$ cat src/rtl/add_round_key_stage.sv
// -----------------------------------------------------------------------------
// add_round_key_stage
//
// AES AddRoundKey pipeline stage. Each accepted 128-bit state is XORed with the
// round key selected by a locally tracked round counter, and the result is
// registered. All NR+1 round keys live in a local key store that is written
// through a simple indexed write port. A 2-entry (output register + one skid
// slot) buffer keeps full throughput under backpressure.
//
// Ports
//   clk        clock, rising edge
//   rst        synchronous, active-high reset
//   key_we     round-key write strobe
//   key_waddr  round-key index (writes with index > NR are ignored)
//   key_wdata  round-key value, bit 127 = byte 0
//   in_valid   in_data / in_first valid
//   in_ready   stage can accept this cycle
//   in_data    state from MixColumns (or plaintext for round 0)
//   in_first   beat is round 0 of a new block
//   out_valid  out_* valid
//   out_ready  consumer accepts this cycle
//   out_data   in_data ^ key[round]
//   out_round  round index used for this beat
//   out_last   out_round == NR
//
// Skid occupancy (skid_valid):
//   state | meaning
//   ------+--------------------------------------------------------------
//   empty | output register absorbs the next beat, in_ready follows !rst
//   full  | one beat parked behind a stalled output, in_ready low
// -----------------------------------------------------------------------------

module add_round_key_stage #(
    parameter int NR = 10
) (
    input  logic         clk,
    input  logic         rst,

    input  logic         key_we,
    input  logic [3:0]   key_waddr,
    input  logic [127:0] key_wdata,

    input  logic         in_valid,
    output logic         in_ready,
    input  logic [127:0] in_data,
    input  logic         in_first,

    output logic         out_valid,
    input  logic         out_ready,
    output logic [127:0] out_data,
    output logic [3:0]   out_round,
    output logic         out_last
);

    localparam logic [3:0] LAST_RND = 4'(NR);

    logic [127:0] key_mem [0:NR];

    logic [3:0]   rnd;
    logic [3:0]   r_sel;
    logic [3:0]   rnd_nxt;

    logic         acc;
    logic         out_load;

    logic [127:0] beat_data;
    logic         beat_last;

    logic         skid_valid;
    logic [127:0] skid_data;
    logic [3:0]   skid_round;
    logic         skid_last;

    // -------------------------------------------------------------------------
    // Handshake and beat formation
    // -------------------------------------------------------------------------

    // The skid slot is the only place a second beat can wait, so refusing input
    // while it is occupied guarantees nothing is ever overwritten.
    assign in_ready = !skid_valid && !rst;
    assign acc      = in_valid && in_ready;

    // in_first forces round 0 regardless of where the counter is, so a block
    // that was abandoned mid-way simply restarts.
    assign r_sel     = in_first ? 4'd0 : rnd;
    assign rnd_nxt   = (r_sel == LAST_RND) ? 4'd0 : r_sel + 4'd1;
    assign beat_last = (r_sel == LAST_RND);

    // Key store read is combinational from the registered array, so a key
    // write on the accept edge is only seen by later beats.
    assign beat_data = in_data ^ key_mem[r_sel];

    // Output register may take a new value when empty or being drained.
    assign out_load = !out_valid || out_ready;

    // -------------------------------------------------------------------------
    // Key store
    // -------------------------------------------------------------------------
    always_ff @(posedge clk) begin
        if (rst) begin
            for (int i = 0; i <= NR; i++) begin
                key_mem[i] <= '0;
            end
        end else if (key_we && (key_waddr <= LAST_RND)) begin
            key_mem[key_waddr] <= key_wdata;
        end
    end

    // -------------------------------------------------------------------------
    // Round counter
    // -------------------------------------------------------------------------
    always_ff @(posedge clk) begin
        if (rst) begin
            rnd <= 4'd0;
        end else if (acc) begin
            rnd <= rnd_nxt;
        end
    end

    // -------------------------------------------------------------------------
    // Output register and skid slot
    // -------------------------------------------------------------------------
    always_ff @(posedge clk) begin
        if (rst) begin
            out_valid  <= 1'b0;
            out_data   <= '0;
            out_round  <= 4'd0;
            out_last   <= 1'b0;
            skid_valid <= 1'b0;
            skid_data  <= '0;
            skid_round <= 4'd0;
            skid_last  <= 1'b0;
        end else if (out_load) begin
            if (skid_valid) begin
                // Oldest beat first. in_ready was low this cycle, so there is
                // no accepted beat competing for the slot.
                out_valid  <= 1'b1;
                out_data   <= skid_data;
                out_round  <= skid_round;
                out_last   <= skid_last;
                skid_valid <= 1'b0;
            end else if (acc) begin
                out_valid  <= 1'b1;
                out_data   <= beat_data;
                out_round  <= r_sel;
                out_last   <= beat_last;
            end else begin
                // Data fields are left as they were; only valid drops.
                out_valid  <= 1'b0;
            end
        end else if (acc) begin
            // Output stalled: park the new beat. Only reachable with the slot
            // empty because acc implies in_ready.
            skid_valid <= 1'b1;
            skid_data  <= beat_data;
            skid_round <= r_sel;
            skid_last  <= beat_last;
        end
    end

endmodule

$ cat config.mk
export PLATFORM = sky130hd
export DESIGN_NAME = add_round_key_stage
export DESIGN_NICKNAME = d
export VERILOG_FILES = /design/src/rtl/add_round_key_stage.sv
export SDC_FILE = /design/constraint.sdc
export NUM_CORES = 2
export LEC_CHECK = 0
export ABC_AREA = 1
export CAP_MARGIN = 20
export CELL_PAD_IN_SITES_DETAIL_PLACEMENT = 0
export CELL_PAD_IN_SITES_GLOBAL_PLACEMENT = 1
export CORE_MARGIN = 2
export CORE_UTILIZATION = 43
export DETAILED_ROUTE_END_ITERATION = 8
export GPL_TIMING_DRIVEN = 0
export PLACE_DENSITY = 0.84
export SYNTH_ARGS = -nofsm -noshare
export SYNTH_HDL_FRONTEND = slang
export SYNTH_SLANG_ARGS = --single-unit
$ cat constraint.sdc
create_clock -name clk -period 14.1 [get_ports clk]
set_input_delay 2.82 -clock clk [delete_from_list [all_inputs] [get_ports clk]]
set_output_delay 2.82 -clock clk [all_outputs]
set_load 0.05 [all_outputs]
==> flow_summary_export.csv <==
group,metric,value,unit
routing,dr.pass1.iters,7,
place,port_buffers,399,
clock_network,ctsHoldBuffers,0,
worst_setup_path,path_class,"in2out",
final_layout,mostFrequentLayoutCell,"nand2_1",
synth,yosys.area_share.simple,28.14,%
run,cap_violations,0,
clock_network,postCtsResizedCells,0,
floorplanning,fp.dieH,503.7,microns
worst_setup_path,rrSetupSlack,10210,ps
floorplanning,dieArea,253700,sq um
clock_network,clockBufferDepth,4,
sta,clock_skew,51.78,ps
clock_network,post_cts_buffers,0,
routing,drt-vias-per-instance,5.099,
worst_setup_path,r2r_start,"rnd[1]$_SDFFE_PP0P_",
worst_setup_path,cp.depth,3,
synth,synth_area_per_cell,8.886,sq um
sta,layout_min_cycle_time,7103,ps
synth,yosysWarnings,0,
place,gp_congestion,0.8494,
worst_setup_path,crit_family,"buffers and inverters",
clock_network,root_buffer,"clkbuf_16",
sta,fin_crit_sh,50.38,%
sta,setup_viol,0,
worst_setup_path,startpoint_type,"input port",
clock_network,tritoncts,"yes",
routing,wirelength,360.9,mm
global_routing,gr-total-overflow,0,
synth,synth-compound-area-share,2.722,%
clock_network,clkTransAtPathRegs,60,ps
worst_setup_path,rr_worst_depth,11,
power_and_ir_drop,p_leak,54.49,nW
worst_setup_path,crit_arrival,4280,ps
min_path,hold_path_end,"key_mem[10][111]$_SDFFE_PP0P_",
power_and_ir_drop,ir_worst_vdd,0.0001242,V
floorplanning,initial_utilization,43.22,%
sta,fin_setup_tns,0,ps
clock_network,cts_buffers,274,
synth,seq_area_frac_synth,61.16,%
floorplanning,dieWidth,503.7,microns
global_routing,grt_pass1_wl,521.6,mm
power_and_ir_drop,powerDensity,128.2,nW/um^2
routing,wl_per_cell,21.22,microns
min_path,min_path_cells,2,
worst_setup_path,r2r-end,"skid_data[127]$_SDFFE_PP0P_",
synth,netlist_instances,12080,
final_layout,synthToLayoutAreaGrowth,19.02,%
sta,rsz0062_at_grt,"no",
worst_setup_path,worstPathBufferInverterCount,2,
final_layout,layout_common_cells,"3361 x nand2_1, 2051 x nand3_1, 1920 x edfxtp_1",
min_path,hold_class,"reg2reg",
power_and_ir_drop,power.total,16.39,mW
floorplanning,coreArea,248400,sq um
run_status,outcome,"complete, no violations",
global_routing,antenna_found_initial,43,
global_routing,grt_use_total,28.10,%
routing,drtIter0Drc,9072,
sta,worst_pin_slew,1211,ps
synth,synth_top_family_by_area,"simple AND/OR/NAND/NOR gates",
final_layout,drive_above_1_share,5.887,%
sta,slew_viol_final,0,
final_layout,fin_nets,13710,
synth,synthMuxAreaShare,0,%
final_layout,final_util,51.43,%
worst_setup_path,critical-path-slowest-cell,"clkdlybuf4s50_1",
routing,drc,0,
final_layout,multi_input_area,35620,sq um
clock_network,cts_max_level,5,
floorplanning,rows,183,
sta,fin_ws,6997,ps
routing,vias,86730,
synth,ys_ff_latch,2320,
worst_setup_path,path_max_fanout,10,
final_layout,regArea,65660,sq um
synth,ys_types,30,
place,preCtsSetupSlack,6620,ps
worst_setup_path,worst_path_largest_cell_delay,840,ps
routing,drtAntennaViolNets,0,
clock_network,cts.sinks,2320,
sta,max_freq,140.8,MHz
synth,synthXorXnorAreaFrac,0.008158,%
min_path,min_from,"key_mem[10][111]$_SDFFE_PP0P_",
global_routing,grt_start_max_net_pins,61,
worst_setup_path,cp.required,11280,ps
final_layout,fill_cells,23400,
worst_setup_path,endpoint_kind,"output pin",
place,dp_hpwl,263.9,mm
synth,synth_fa_ha_area_share,0,%
worst_setup_path,cp_cell_sequence,"buf_2 -> nor2_2 -> clkdlybuf4s50_1",
floorplanning,num_io_pins,401,
sta,hold_violations,0,
synth,synth_area,107400,sq um
clock_network,clock_latency,930,ps
global_routing,grt_pass1_vias,80890,
sta,max-slew-margin-rel,19.30,%
## worst reg2reg max path: stages (launching register included)
cell,delay (ps)
dfxtp_1,480
nand2_2,300
inv_2,330
buf_2,920
clkbuf_1,530
nand2_1,120
nand3_1,150
nand3_1,120
nand3_1,230
nand3_1,320
o211ai_1,220
inv_1,50
## stage by stage
stage | hold slack [ps] | instances | cell area, sq um
floorplan | 429.7 | 12720 | 109800
global placement | 439.4 | 16450 | 117900
detailed placement | 443.9 | 16500 | 119100
CTS | 452.2 | 16970 | 127700
global route | 467.4 | 16970 | 127700
finish | 450.9 | 17010 | 127800
## kinds of logic (layout without fill, tap and decap cells)
group	after synthesis	in the layout
compound gates	491	491
xor+xnor	1	1
other cells	1	680
buf+inv	2165	3085
flops	2320	2320
simple gates	7104	7104
## cells in the mapped netlist, drive strengths merged
cell type / number / share of area [%]
nand2: 3372 / 12
nand3: 2051 / 9.6
edfxtp: 1920 / 54
nor2: 1422 / 5.0
inv: 1296 / 4.5
clkbuf: 439 / 1.5
buf: 429 / 1.9
dfxtp: 400 / 7.5
nand3b: 256 / 1.8
a21oi: 214 / 1.0
o211ai: 128 / 0.90
o21ai: 90 / 0.42
a22oi: 52 / 0.36
a31oi: 4 / 0.023
a211oi: 1 / 0.0070
clkinv: 1 / 0.0035
conb: 1 / 0.0035
nand4: 1 / 0.0058
nor3: 1 / 0.0047
o22ai: 1 / 0.0058
o31ai: 1 / 0.0070
or2: 1 / 0.0058
xor2: 1 / 0.0082
## registers in the layout, summed over array words and instances (netlist names), 4 cells and up
name and flops:
key_mem 2048, skid_data 128, rnd 4, out_data 128, skid_round 4, out_round 4
## final cells by class
class	instances	area share (%)
sequential	2320	51.39
multi-input combinational	8236	27.88
clock buffer	386	6.071
timing repair buffer	447	3.974
inverter	1297	3.810
tap	3330	3.261
buffer	868	2.909
clock inverter	87	0.6316
antenna	40	0.07833
## power breakdown
group	internal [mW]	total [mW]	leakage [nW]	switching [mW]
Sequential	7.84	7.96	21.6	0.113
Combinational	0.463	1.54	28.7	1.08
Clock	4.08	6.89	4.19	2.81
Total	12.4	16.4	54.5	4.00
## metal layers
| metal | up-vias | global-route usage [%] | wire length, microns |
|---|---|---|---|
| li1 | 41610 | - | - |
| met1 | 41060 | 38.06 | 149600 |
| met2 | 3456 | 44.82 | 166100 |
| met3 | 595 | 4.522 | 30680 |
| met4 | 10 | 11.87 | 14440 |
| met5 | - | 0 | 68 |
## how the worst max path moves through the flow
stage,from,endpoint
after global routing,rst,in_ready
after global placement,rst,key_mem[9][81]$_DFFE_PP_
after detailed placement,rst,key_mem[9][81]$_DFFE_PP_
after floorplan,key_waddr[1],key_mem[9][0]$_DFFE_PP_
after CTS,rst,in_ready
final,rst,in_ready
Note: power is estimated with default switching activity, not from simulation.
